<file path="src/rtl/johnson_monitor_if.sv">
// Signal bundle between the Johnson counter side and johnson_monitor.
// master drives the sample and clear inputs; slave is the monitor itself.
interface johnson_monitor_if #(
  parameter int unsigned N     = 8,
  parameter int unsigned CYC_W = 8,
  parameter int unsigned ERR_W = 4
);
  localparam int unsigned IW = $clog2(2 * N);

  logic             valid_in;
  logic [N-1:0]     code_in;
  logic             clr_cnt;
  logic [IW-1:0]    idx_out;
  logic             idx_valid;
  logic             legal;
  logic             locked;
  logic             seq_err;
  logic [CYC_W-1:0] wrap_cnt;
  logic [ERR_W-1:0] err_cnt;

  modport master (
    output valid_in, code_in, clr_cnt,
    input  idx_out, idx_valid, legal, locked, seq_err, wrap_cnt, err_cnt
  );

  modport slave (
    input  valid_in, code_in, clr_cnt,
    output idx_out, idx_valid, legal, locked, seq_err, wrap_cnt, err_cnt
  );
endinterface

</file>
<file path="src/rtl/johnson_monitor.sv">
// Health monitor for an N-bit Johnson counter: legality, decode, +1 step tracking, lock.
// Define JOHNSON_MON_WRAP_EN to build the wrap counter; otherwise wrap_cnt is tied to 0.
module johnson_monitor #(
  parameter int unsigned N        = 8,
  parameter int unsigned LOCK_LEN = 4,
  parameter int unsigned CYC_W    = 8,
  parameter int unsigned ERR_W    = 4
) (
  input logic              clk,
  input logic              rst_n,
  johnson_monitor_if.slave mon
);
  localparam int unsigned IW   = $clog2(2 * N);
  localparam int unsigned RING = 2 * N;
  localparam int unsigned RW   = 4;

  typedef enum logic [1:0] {UNLOCKED, LOCKING, LOCKED} state_e;

  state_e           state_q, state_d;
  logic [IW-1:0]    prev_q, prev_d;
  logic [RW-1:0]    run_q, run_d;
  logic [IW-1:0]    idx_q, idx_d;
  logic             idx_valid_q, idx_valid_d;
  logic             legal_q, legal_d;
  logic             locked_q, locked_d;
  logic             seq_err_q, seq_err_d;
  logic [ERR_W-1:0] err_q, err_d;

  logic             code_legal;
  logic [IW-1:0]    code_idx;
  logic [IW-1:0]    prev_inc;
  logic [RW-1:0]    run_inc;
  logic             is_step, is_hold;
  int unsigned      trans, pop;

  // Legal iff at most one adjacent bit pair differs; index from popcount and MSB.
  always_comb begin
    trans = 0;
    pop   = 0;
    for (int unsigned i = 0; i < N - 1; i++) begin
      if (mon.code_in[i] != mon.code_in[i+1]) trans++;
    end
    for (int unsigned i = 0; i < N; i++) begin
      if (mon.code_in[i]) pop++;
    end
    code_legal = (trans <= 1);
    code_idx   = mon.code_in[N-1] ? IW'(RING - pop) : IW'(pop);
  end

  always_comb begin
    prev_inc = (prev_q == IW'(RING - 1)) ? '0 : prev_q + IW'(1);
    run_inc  = run_q + RW'(1);
    is_step  = (code_idx == prev_inc);
    is_hold  = (code_idx == prev_q);
  end

  always_comb begin
    state_d     = state_q;
    prev_d      = prev_q;
    run_d       = run_q;
    idx_d       = idx_q;
    legal_d     = legal_q;
    idx_valid_d = 1'b0;
    seq_err_d   = 1'b0;
    if (mon.valid_in) begin
      idx_valid_d = 1'b1;
      legal_d     = code_legal;
      if (code_legal) idx_d = code_idx;
      unique case (state_q)
        UNLOCKED: begin
          if (code_legal) begin
            state_d = LOCKING;
            prev_d  = code_idx;
            run_d   = '0;
          end
        end
        LOCKING: begin
          if (!code_legal) begin
            state_d = UNLOCKED;
          end else if (is_step) begin
            run_d  = run_inc;
            prev_d = code_idx;
            if (run_inc == RW'(LOCK_LEN)) state_d = LOCKED;
          end else if (!is_hold) begin
            run_d  = '0;
            prev_d = code_idx;
          end
        end
        LOCKED: begin
          if (!code_legal) begin
            seq_err_d = 1'b1;
            state_d   = UNLOCKED;
          end else if (is_step) begin
            prev_d = code_idx;
          end else if (!is_hold) begin
            seq_err_d = 1'b1;
            state_d   = LOCKING;
            prev_d    = code_idx;
            run_d     = '0;
          end
        end
        default: state_d = UNLOCKED;
      endcase
    end
    locked_d = (state_d == LOCKED);
    if (mon.clr_cnt)                 err_d = '0;
    else if (seq_err_d && err_q != '1) err_d = err_q + ERR_W'(1);
    else                              err_d = err_q;
  end

  always_ff @(posedge clk or negedge rst_n) begin
    if (!rst_n) begin
      state_q     <= UNLOCKED;
      prev_q      <= '0;
      run_q       <= '0;
      idx_q       <= '0;
      idx_valid_q <= 1'b0;
      legal_q     <= 1'b0;
      locked_q    <= 1'b0;
      seq_err_q   <= 1'b0;
      err_q       <= '0;
    end else begin
      state_q     <= state_d;
      prev_q      <= prev_d;
      run_q       <= run_d;
      idx_q       <= idx_d;
      idx_valid_q <= idx_valid_d;
      legal_q     <= legal_d;
      locked_q    <= locked_d;
      seq_err_q   <= seq_err_d;
      err_q       <= err_d;
    end
  end

`ifdef JOHNSON_MON_WRAP_EN
  logic [CYC_W-1:0] wrap_q, wrap_d;
  logic             wrap_hit;

  // A ring completes on a locked, legal last->0 step.
  always_comb begin
    wrap_hit = mon.valid_in && (state_q == LOCKED) && code_legal &&
               (prev_q == IW'(RING - 1)) && (code_idx == '0);
    if (mon.clr_cnt)   wrap_d = '0;
    else if (wrap_hit) wrap_d = wrap_q + CYC_W'(1);
    else               wrap_d = wrap_q;
  end

  always_ff @(posedge clk or negedge rst_n) begin
    if (!rst_n) wrap_q <= '0;
    else        wrap_q <= wrap_d;
  end

  assign mon.wrap_cnt = wrap_q;
`else
  assign mon.wrap_cnt = '0;
`endif

  assign mon.idx_out   = idx_q;
  assign mon.idx_valid = idx_valid_q;
  assign mon.legal     = legal_q;
  assign mon.locked    = locked_q;
  assign mon.seq_err   = seq_err_q;
  assign mon.err_cnt   = err_q;
endmodule

</file>
<file path="src/flat_wrapper.sv">
// flat-port wrapper written by rule: the top's interface ports become plain ports
module johnson_monitor_flat 
#(
  parameter int unsigned N        = 8,
  parameter int unsigned LOCK_LEN = 4,
  parameter int unsigned CYC_W    = 8,
  parameter int unsigned ERR_W    = 4
)
  (clk, rst_n, mon_valid_in, mon_code_in, mon_clr_cnt, mon_idx_out, mon_idx_valid, mon_legal, mon_locked, mon_seq_err, mon_wrap_cnt, mon_err_cnt);
  johnson_monitor_if #(.N(N), .CYC_W(CYC_W), .ERR_W(ERR_W)) mon_i ();
  input logic clk;
  input logic rst_n;
  input wire logic [$bits(mon_i.valid_in)-1:0] mon_valid_in;
  input wire logic [$bits(mon_i.code_in)-1:0] mon_code_in;
  input wire logic [$bits(mon_i.clr_cnt)-1:0] mon_clr_cnt;
  output wire logic [$bits(mon_i.idx_out)-1:0] mon_idx_out;
  output wire logic [$bits(mon_i.idx_valid)-1:0] mon_idx_valid;
  output wire logic [$bits(mon_i.legal)-1:0] mon_legal;
  output wire logic [$bits(mon_i.locked)-1:0] mon_locked;
  output wire logic [$bits(mon_i.seq_err)-1:0] mon_seq_err;
  output wire logic [$bits(mon_i.wrap_cnt)-1:0] mon_wrap_cnt;
  output wire logic [$bits(mon_i.err_cnt)-1:0] mon_err_cnt;
  assign mon_i.valid_in = mon_valid_in;
  assign mon_i.code_in = mon_code_in;
  assign mon_i.clr_cnt = mon_clr_cnt;
  assign mon_idx_out = mon_i.idx_out;
  assign mon_idx_valid = mon_i.idx_valid;
  assign mon_legal = mon_i.legal;
  assign mon_locked = mon_i.locked;
  assign mon_seq_err = mon_i.seq_err;
  assign mon_wrap_cnt = mon_i.wrap_cnt;
  assign mon_err_cnt = mon_i.err_cnt;
  johnson_monitor #(.N(N), .LOCK_LEN(LOCK_LEN), .CYC_W(CYC_W), .ERR_W(ERR_W)) u_core (.clk(clk), .rst_n(rst_n), .mon(mon_i));
endmodule
</file>
<file path="config.mk">
export PLATFORM = sky130hd
export DESIGN_NAME = johnson_monitor_flat
export DESIGN_NICKNAME = d
export VERILOG_FILES = /design/src/rtl/johnson_monitor_if.sv /design/src/rtl/johnson_monitor.sv /design/src/flat_wrapper.sv
export SDC_FILE = /design/constraint.sdc
export NUM_CORES = 1
export LEC_CHECK = 0
export CAP_MARGIN = 20
export CELL_PAD_IN_SITES_DETAIL_PLACEMENT = 0
export CELL_PAD_IN_SITES_GLOBAL_PLACEMENT = 1
export CORE_MARGIN = 2
export CORE_UTILIZATION = 44
export CTS_CLUSTER_DIAMETER = 40
export DETAILED_ROUTE_END_ITERATION = 12
export GPL_TIMING_DRIVEN = 0
export PLACE_DENSITY = 0.87
export SYNTH_ARGS = -nofsm -noshare
export SYNTH_HDL_FRONTEND = slang
export SYNTH_SLANG_ARGS = --single-unit
</file>
<file path="constraint.sdc">
create_clock -name clk -period 2.31 [get_ports clk]
set_input_delay 0.5775 -clock clk [delete_from_list [all_inputs] [get_ports clk]]
set_output_delay 0.5775 -clock clk [all_outputs]
set_load 0.05 [all_outputs]
</file>
==> results of run 1 <==
## placed cells by master, fill, tap and decap left out, drive strengths merged, types with 10 or more instances in the layout
cell and count:
buf 72, dfrtp 22, xor2 17, ha 19, inv 18, nand2 25, nor2 10, xnor2 12
clkdlybuf4s50 16, o21ai 16
## state kept, by name, indices dropped and copies added, names as in the netlist
register,cells
u_core.mon.locked,1
u_core.prev_q,4
u_core.run_q,4
u_core.mon.legal,1
u_core.mon.seq_err,1
u_core.mon.err_cnt,4
u_core.mon.idx_out,4
u_core.state_q,2
u_core.mon.idx_valid,1
## routing by layer
layer  vias to the layer above  routed length, um
met4                         0                 83
met5                         -                  0
met1                      1206               3129
met3                         9                212
li1                       1255                  -
met2                        46               3234
## area by class of cell
cell class / count / area [sq um] / area share [%]
repair buffers: 73 / 644.4 / 16.23
flip-flops and latches: 22 / 550.5 / 13.86
clock inverters: 1 / 30.03 / 0.7561
inverters: 19 / 96.34 / 2.426
plain buffers: 21 / 191.4 / 4.820
well taps: 75 / 93.84 / 2.363
multi-input cells: 245 / 2323 / 58.51
clock buffers: 3 / 41.29 / 1.040
## worst min-delay path, stage by stage, from the launching register on
cell	delay, ns
dfrtp_1	0.35
nand2_1	0.05
o21ai_1	0.06
## cells by family (layout without fill, tap and decap cells)
family / after synthesis / in the layout / synth area share [%]
and+or+nand+nor: 100 / 100 / 21.28
AOI/OAI and AO/OA: 73 / 74 / 21.19
adders and majority gates: 19 / 19 / 8.732
other: 1 / 8 / 0.1377
DFF: 22 / 22 / 20.22
muxes: 11 / 11 / 4.779
buffers and inverters: 40 / 117 / 7.582
xor gates and xnor gates: 33 / 33 / 16.08
## timing repair
item	CTS	global route
setup endpoints to repair	21	21
setup buffers	39	13
pin swaps	42	11
resized for setup	42	19
cloned	1	0
## worst max path at each step
stage	from	slack, ns	end
4_1_cts	mon_code_in[0]	-3.04	u_core.mon.err_cnt[3]
6_report	mon_code_in[0]	-3.14	u_core.run_q[1]
2_1_floorplan	mon_code_in[0]	-3.38	u_core.mon.err_cnt[1]
3_3_place_gp	mon_code_in[0]	-4.34	u_core.mon.err_cnt[1]
3_5_place_dp	mon_code_in[0]	-4.41	u_core.mon.locked
5_1_grt	mon_code_in[0]	-3.37	u_core.mon.locked
## report_power, final
group,leakage (nW),internal [mW],switching [mW]
clock,0.0357,0.232,0.128
sequential,0.286,0.478,0.106
combinational,1.48,1.47,1.46
## metrics by stage
stage / instances / setup slack, ns
finish: 459 / -3.144
CTS: 445 / -3.043
global placement: 401 / -4.342
global route: 459 / -3.374
detailed placement: 401 / -4.406
floorplan: 306 / -3.376
==> out/metrics.cfg, run 1 <==
[run_status]
outcome = finished with violations
violations = setup timing

[worst_hold_path]
min_to = u_core.mon.idx_out[0]
hold_path.class = register to register
hold_path_depth = 2
hp-start = u_core.mon.idx_out[0]

[placed_design]
dpl.hpwl_um = 4548
gp_congestion = 0.7916
dpl_cell_area_sq_mm = 0.003274
port-buffer-count = 20

[sta]
hold_viol = 0
drv_slew = 0
final.period_utilization_pct = 236.1
tightest_slew_ns = 0.6305
setup_ws_ns = -3.144
fin_crit_ns = 5.454
holdWs_ns = 0.5008
max_freq_ghz = 0.1833
skew_ns = 0.009700
max_slew_margin_pct = 57.97
finalSetupTns_ns = -62.67
rsz0062_at_grt = yes
setup_viol = 21

[cells_and_area]
layout-drive-gt1-share_pct = 40.63
diodes = 0
fin_nets = 416
utilization_pct = 66.68
fin_area_sq_mm = 0.003971
nFillCells = 472
area.growth.synth_to_final_pct = 45.86

[worst_setup_path]
timing.reg2reg.setup_slack_ns = -0.15
start_kind = input pin
cp_slowest_cell = xnor3_2
cp_data_required_time_ns = 2.47
r2r_start = u_core.prev_q[1]
reg2reg_depth = 8
cpMostUsedCell = buf_4
path_class = input pin to register
arrival_ns = 5.61
cp_max_fo = 6
crit_path_max_incr_delay_ns = 0.53
r2r_end = u_core.run_q[1]
cp.buffers_inverters = 12
cp_num_cells = 29
crit_family = buffers and inverters
cp-end-kind = register

[route]
drt-total-wl_um = 6659
drc_errors = 0
vias = 2516
vias_per_cell = 5.481
firstDrtPassIters = 4
wl_per_cell_um = 14.51
first_iter_violations = 101
antenna_left = 0

[synthesis]
synthDistinctLibCells = 77
ys_ff_latch = 22
ys_warn_count = 0
yosysMostFrequentCell = nand2_1
synth-main-ff-cell = dfrtp_1
avgSynthCellArea_sq_um = 9.106
syn_inst = 299
synthArstFlopShare_pct = 100.0
ys_seq_area_share_pct = 20.22
synth_area_leaders = dfrtp_1 20%, ha_1 8.7%, xor2_1 4.2%, nand2_1 3.3%, xnor2_1 3.2%
yosys.area.top_type_share_pct = 20.22
synth_common_cells = 24 x nand2_1, 22 x dfrtp_1, 19 x ha_1, 19 x inv_1, 13 x xor2_1
synth_edf_count = 0
netlist_area_sq_mm = 0.002723
synth_top_area_cell = dfrtp_1

[power]
finalPower_mw = 3.881
leakage_nw = 1.805
vdd_ir_drop_max_v = 0.001072
p_per_area_mw_per_mm2 = 977.2

[clocking]
h-tree-depth = 1
clock_sinks = 22
postCtsHoldBufs = 0
cts_tree = done
clkTransAtPathRegs_ns = 0.08
clk-insertion-delay-late_ns = 0.27
root_buffer = clkbuf_8
numCtsBuffers = 3
clockBufferDepth = 2

[floorplanning]
io_pins = 32
start_util_pct = 45.71
die-area_sq_mm = 0.006833
die_h_um = 82.66
die_w_um = 82.66
rows = 28
coreArea_sq_mm = 0.005956

[grt]
globalRouteMet1Util_pct = 27.56
first_global_vias = 2260
grt_pass1_wl_um = 10530
top_usage_layer = met2
met2_usage_pct = 32.74
grt_max_degree = 23
overflow = 0
grt_usage_pct = 19.76
use_met3_pct = 2.609
antenna_found_initial = 0

[run]
drv_cap = 0

Note: power is estimated with default switching activity, not from simulation.
==> run 2: changes to the inputs <==
Settings changed: GPL_TIMING_DRIVEN 0 to 1.
==> run 2 against run 1 <==
Against the previous run:
- non-clock buffer count rose by 22
- clock-buffer cell count did not move
- the flow still finishes with violations (setup timing)
- power rose by 1.7%
- sequential power fell by 4.5%
- combinational power rose by 3%
- critical path type unchanged
- design area rose by 3.1%
==> out/metrics.cfg, run 2 (synthesis results as in run 1) <==
[clocking]
clkTransAtPathRegs_ns = 0.08  ; about the same
h-tree-depth = 1  ; unchanged
cts_tree = done
clockBufferDepth = 2  ; unchanged
numCtsBuffers = 3  ; unchanged
postCtsHoldBufs = 0  ; unchanged
clk-insertion-delay-late_ns = 0.27  ; about the same
clock_sinks = 22  ; unchanged
root_buffer = clkbuf_8

[power]
finalPower_mw = 3.945  ; +1.7%
leakage_nw = 1.882  ; +4.3%
p_per_area_mw_per_mm2 = 963.4  ; -1.4%
vdd_ir_drop_max_v = 0.0007805  ; -27%

[placed_design]
gp_congestion = 0.7910  ; about the same
dpl.hpwl_um = 5029  ; +11%
port-buffer-count = 23  ; +15%
dp_cells = 455  ; +13%

[route]
firstDrtPassIters = 4  ; unchanged
antenna_left = 0  ; unchanged
wl_per_cell_um = 14.86  ; +2.5%
vias = 2635  ; +4.7%
vias_per_cell = 5.478  ; about the same
drt-total-wl_um = 7150  ; +7.4%
drc_errors = 0  ; unchanged
first_iter_violations = 76  ; -25%

[sta]
max_slew_margin_pct = 66.28  ; +8.3 points
fin_crit_ns = 5.314  ; -0.1399 ns
rsz0062_at_grt = yes
drv_slew = 0  ; unchanged
skew_ns = 0.006442  ; -0.003257 ns
max_freq_ghz = 0.1882  ; +2.6%
finalSetupTns_ns = -59.62  ; +3.053 ns
tightest_slew_ns = 0.5042  ; -0.1263 ns
setup_ws_ns = -3.004  ; +0.1399 ns
final.period_utilization_pct = 230.1  ; -6.1 points
setup_viol = 21  ; unchanged
hold_viol = 0  ; unchanged

[cells_and_area]
layout-drive-gt1-share_pct = 44.58  ; +4.0 points
finalNonFillerCells = 481  ; +4.8%
utilization_pct = 68.76  ; +2.1 points
area.growth.synth_to_final_pct = 50.41
diodes = 0  ; unchanged
final_cell_mix = 84 x buf_4, 22 x dfrtp_1, 19 x clkdlybuf4s50_1
final_common_cell = buf_4
fin_nets = 438  ; +5.3%

[grt]
grt_usage_pct = 21.04  ; +1.3 points
grt_max_degree = 23  ; unchanged
first_global_vias = 2391  ; +5.8%
overflow = 0  ; unchanged
grt_pass1_wl_um = 11280  ; +7.1%
antenna_found_initial = 0  ; unchanged

[worst_hold_path]
hold_path.class = register to register

[worst_setup_path]
path_class = input pin to register
arrival_ns = 5.48  ; -0.13 ns
cp-end-kind = register
cp_data_required_time_ns = 2.47  ; about the same
start_kind = input pin
cp_max_fo = 8  ; +2

[floorplanning]
die-area_sq_mm = 0.006833  ; unchanged
coreArea_sq_mm = 0.005956  ; unchanged
die_h_um = 82.66  ; unchanged
io_pins = 32  ; unchanged
start_util_pct = 45.71  ; unchanged
rows = 28  ; unchanged
die_w_um = 82.66  ; unchanged

[run_status]
outcome = finished with violations
violations = setup timing

[run]
drv_cap = 0  ; unchanged

[run 2: cell count changes in the layout (fill, tap and decap cells not counted), sizes merged]
cell and change:
clkinv -1, clkdlybuf4s15 +1, dlygate4sd2 -1, clkdlybuf4s50 +3, buf +23, clkbuf -4
inv +1
[run 2: where the power goes]
part	internal, mW	switching (mW)	leakage (nW)	total (mW)
Sequential	0.478	0.0803	0.286	0.558
Combinational	1.55	1.48	1.56	3.02
Clock	0.232	0.131	0.0357	0.363
[run 2: worst max-delay path: stages]
cell	delay, ns
buf_8	0.09
inv_6	0.03
ha_4	0.25
buf_6	0.12
buf_6	0.10
mux2i_1	0.12
o21ai_1	0.09
ha_1	0.32
a211oi_2	0.34
nand2_2	0.13
ha_4	0.23
mux2_4	0.27
ha_4	0.24
o221a_2	0.27
a21oi_2	0.13
nor2_1	0.06
ha_2	0.19
o22a_1	0.17
o22ai_2	0.10
a211oi_2	0.07
a32oi_1	0.25
nor3b_2	0.08
buf_4	0.15
o41a_1	0.17
and2_4	0.20
a221oi_4	0.36
nand4b_1	0.15
and3_1	0.20
[run 2: worst paths after layout]
path                                  start                     to  slack, ns  cells past startpoint
max in group asynchronous             rst_n      u_core.state_q[0]       1.42                      2
hold reg to reg            u_core.mon.legal       u_core.mon.legal       0.52                      2
hold / removal             u_core.mon.legal       u_core.mon.legal       0.52                      2
setup / recovery             mon_code_in[0]  u_core.mon.err_cnt[3]      -3.00                     28
min in group asynchronous             rst_n  u_core.mon.err_cnt[2]       0.66                      2
setup reg to reg           u_core.prev_q[2]      u_core.mon.locked       0.05                      8
[run 2: layout make-up]
class,instances,area [sq um]
Clock inverter,1,30.03
Multi-Input combinational cell,245,2325
Sequential cell,22,550.5
Fill cell,470,1861
Timing Repair Buffer,116,970.9
Tap cell,75,93.84
Inverter,19,83.83
Clock buffer,3,41.29
[run 2: metal layers]
metal / track usage (%) / part of all wire, % / up-vias
met2: 35.97 / 48 / 64
met4: 3.443 / 1.9 / 0
met5: 0 / 0 / -
met1: 28.70 / 47 / 1255
li1: - / - / 1302
met3: 2.826 / 3.1 / 14
[run 2: through the flow]
| stage | cell area [sq um] | hold slack (ns) | setup WS [ns] |
|---|---|---|---|
| after floorplan | 2980 | 0.2819 | -3.376 |
| after global placement | 3676 | 0.4617 | -3.715 |
| final | 4095 | 0.5175 | -3.004 |
| after detailed placement | 3676 | 0.4796 | -3.865 |
| after global routing | 4095 | 0.5350 | -3.276 |
| after CTS | 4014 | 0.5038 | -2.918 |
[run 2: repair_timing]
| item | CTS | global route |
|---|---|---|
| pin swaps | 42 | 23 |
| buffers inserted | 18 | 7 |
| gates cloned | 1 | 0 |
| setup endpoints to repair | 21 | 21 |
| resized for setup | 49 | 16 |
==> run 3: changes to the inputs <==
Settings changed: CORE_MARGIN 2 to default, PLACE_DENSITY 0.87 to 0.85.
Clock period 2.31 ns to 5.7 ns, I/O delays scaled along.
==> run 3 against run 2 <==
Against the previous run:
- the run still ends with setup timing left
- design area is 3.3% lower
- first-iteration DRC count up 49%
- sequential cell count did not move
- die area fell by 4.8%
- final cell count decreased by 2.3%
- sequential share of layout area grew 0.46 points
- clock skew fell by 0.00093 ns
- hold slack lost 0.036 ns
- critical path depth grew 2
- non-clock buffer count shrank 11
- largest cell class unchanged
==> out/metrics.cfg, run 3 (synthesis results as in run 1) <==
[run_status]
outcome = finished with violations
violations = setup timing

[cells_and_area]
final_common_cell = buf_4
fin_nets = 427  ; -2.5%
regArea_sq_um = 550.5  ; unchanged
area.growth.synth_to_final_pct = 45.40
final_cell_mix = 78 x buf_4, 22 x dfrtp_1, 20 x nand2_1
multi_input_area_sq_mm = 0.002272  ; -2.3%
finalNonFillerCells = 470  ; -2.3%
layout-drive-gt1-share_pct = 40.51  ; -4.1 points
utilization_pct = 66.47  ; -2.3 points
nFillCells = 479  ; +1.9%
diodes = 0  ; unchanged
fin_area_sq_mm = 0.003959  ; -3.3%

[sta]
skew_ns = 0.005513  ; -0.0009299 ns
tightest_slew_ns = 0.5465  ; +0.04234 ns
setup_ws_ns = -0.4153  ; +2.589 ns
fin_crit_ns = 6.115
drv_slew = 0  ; unchanged
max_slew_margin_pct = 63.18  ; -3.1 points
max_freq_ghz = 0.1635
rsz0062_at_grt = yes
hold_viol = 0  ; unchanged
setup_viol = 20  ; -4.8%
final.period_utilization_pct = 107.3

[placed_design]
gp_congestion = 0.8191  ; +3.6%
port-buffer-count = 23  ; unchanged
dpl.hpwl_um = 4832  ; -3.9%
dpl_cell_area_sq_mm = 0.003551  ; -3.4%
dp_cells = 440  ; -3.3%
pre_cts_ws_ns = -1.335  ; +2.531 ns

[floorplanning]
start_util_pct = 45.71  ; unchanged
die-area_sq_mm = 0.006506  ; -4.8%
die_h_um = 80.66  ; -2.4%
die_w_um = 80.66  ; -2.4%
coreArea_sq_mm = 0.005956  ; unchanged
io_pins = 32  ; unchanged
rows = 28  ; unchanged

[worst_hold_path]
hold_path.class = register to register
min_to = u_core.mon.idx_out[3]
hold_path_depth = 2  ; unchanged
hp-start = u_core.mon.idx_out[3]

[worst_setup_path]
path_class = input pin to register
cp_slowest_cell = a221oi_4
start_kind = input pin
cp_data_required_time_ns = 5.91  ; +3.44 ns
cp-end-kind = register
reg2reg_depth = 9  ; +1
arrival_ns = 6.33  ; +0.85 ns
crit_path_max_incr_delay_ns = 0.42  ; +0.06 ns
cp_max_fo = 8  ; unchanged
r2r_start = u_core.prev_q[0]
crit_path_start = mon_code_in[1]
cpMostUsedCell = ha_4
r2r_end = u_core.mon.err_cnt[3]
timing.reg2reg.setup_slack_ns = 3.39  ; +3.34 ns

[grt]
grt_pass1_wl_um = 11360  ; +0.67%
grt_usage_pct = 22.13  ; +1.1 points
overflow = 0  ; unchanged
grt_max_degree = 23  ; unchanged
first_global_vias = 2440  ; +2.0%
antenna_found_initial = 0  ; unchanged

[clocking]
clockBufferDepth = 2  ; unchanged
numCtsBuffers = 3  ; unchanged
clk-insertion-delay-late_ns = 0.27  ; about the same
h-tree-depth = 1  ; unchanged
clkTransAtPathRegs_ns = 0.08  ; about the same
root_buffer = clkbuf_8
cts_tree = done
clock_sinks = 22  ; unchanged
postCtsHoldBufs = 0  ; unchanged

[run]
drv_cap = 0  ; unchanged

[route]
wl_per_cell_um = 14.54  ; -2.2%
vias_per_cell = 5.468  ; -0.18%
first_iter_violations = 113  ; +49%
antenna_left = 0  ; unchanged
vias = 2570  ; -2.5%
drt-total-wl_um = 6834  ; -4.4%
drc_errors = 0  ; unchanged
firstDrtPassIters = 4  ; unchanged

[power]
p_per_area_mw_per_mm2 = 385.2  ; -60%
leakage_nw = 1.826  ; -3.0%
vdd_ir_drop_max_v = 0.0003314  ; -58%

run 3: cell count changes in the layout (fill, tap and decap cells not counted), sizes merged:
cell	previous run	this run
buf	95	84
run 3: metrics by stage:
stage	total power [mW]	hold WS (ns)	TNS, ns
floorplan	0.9251	0.4892	-11.69
global placement	1.185	0.4612	-22.38
detailed placement	1.204	0.4680	-24.82
CTS	1.482	0.4868	-4.301
global route	1.633	0.5130	-11.38
finish	1.525	0.4813	-5.298
run 3: area by class of cell:
cell class	count	share of cell area, %
clock buffer	3	1.043
clock inverter	1	0.7585
inverter	19	2.118
multi-input combinational	245	57.40
sequential	22	13.91
tap	75	2.370
timing repair buffer	105	22.41
run 3: worst max-delay path: cells and delay by family:
kind                     cells  cell delay (ns)
adder cells (fa/ha/maj)      7             1.78
AO/OA/AOI/OAI                7             1.06
AND/OR/NAND/NOR              7             0.77
multiplexers                 2             0.43
buffers and inverters        5             0.43
XOR/XNOR                     2             0.41
run 3: worst max-delay path by stage:
stage	end	slack, ns	cells past startpoint
2_1_floorplan	u_core.mon.err_cnt[1]	-0.83	31
3_3_place_gp	u_core.mon.err_cnt[3]	-1.20	29
3_5_place_dp	u_core.mon.err_cnt[3]	-1.33	30
4_1_cts	u_core.mon.err_cnt[3]	-0.32	30
5_1_grt	u_core.mon.err_cnt[3]	-0.72	31
6_report	u_core.mon.err_cnt[3]	-0.42	30
run 3: repair_timing:
| action | 4_1_cts | 5_1_grt |
|---|---|---|
| endpoints found under the setup margin | 21 | 21 |
| cloned | 1 | 0 |
| pin swaps | 38 | 9 |
| resized for setup | 37 | 6 |
| buffers inserted | 21 | 5 |
run 3: power breakdown:
part / total (mW) / leakage [nW] / switching (mW) / internal, mW
clock network: 0.145 / 0.0357 / 0.0514 / 0.0938
logic: 1.15 / 1.50 / 0.560 / 0.587
registers: 0.233 / 0.286 / 0.0391 / 0.194
total: 1.53 / 1.83 / 0.650 / 0.875
run 3: metal layers:
layer | wire [um] | track usage [%] | vias up
li1 | - | - | 1284
met1 | 3293 | 30.98 | 1222
met2 | 3256 | 36.53 | 56
met3 | 221 | 2.614 | 8
met4 | 63 | 3.750 | 0
met5 | 0 | 0 | -
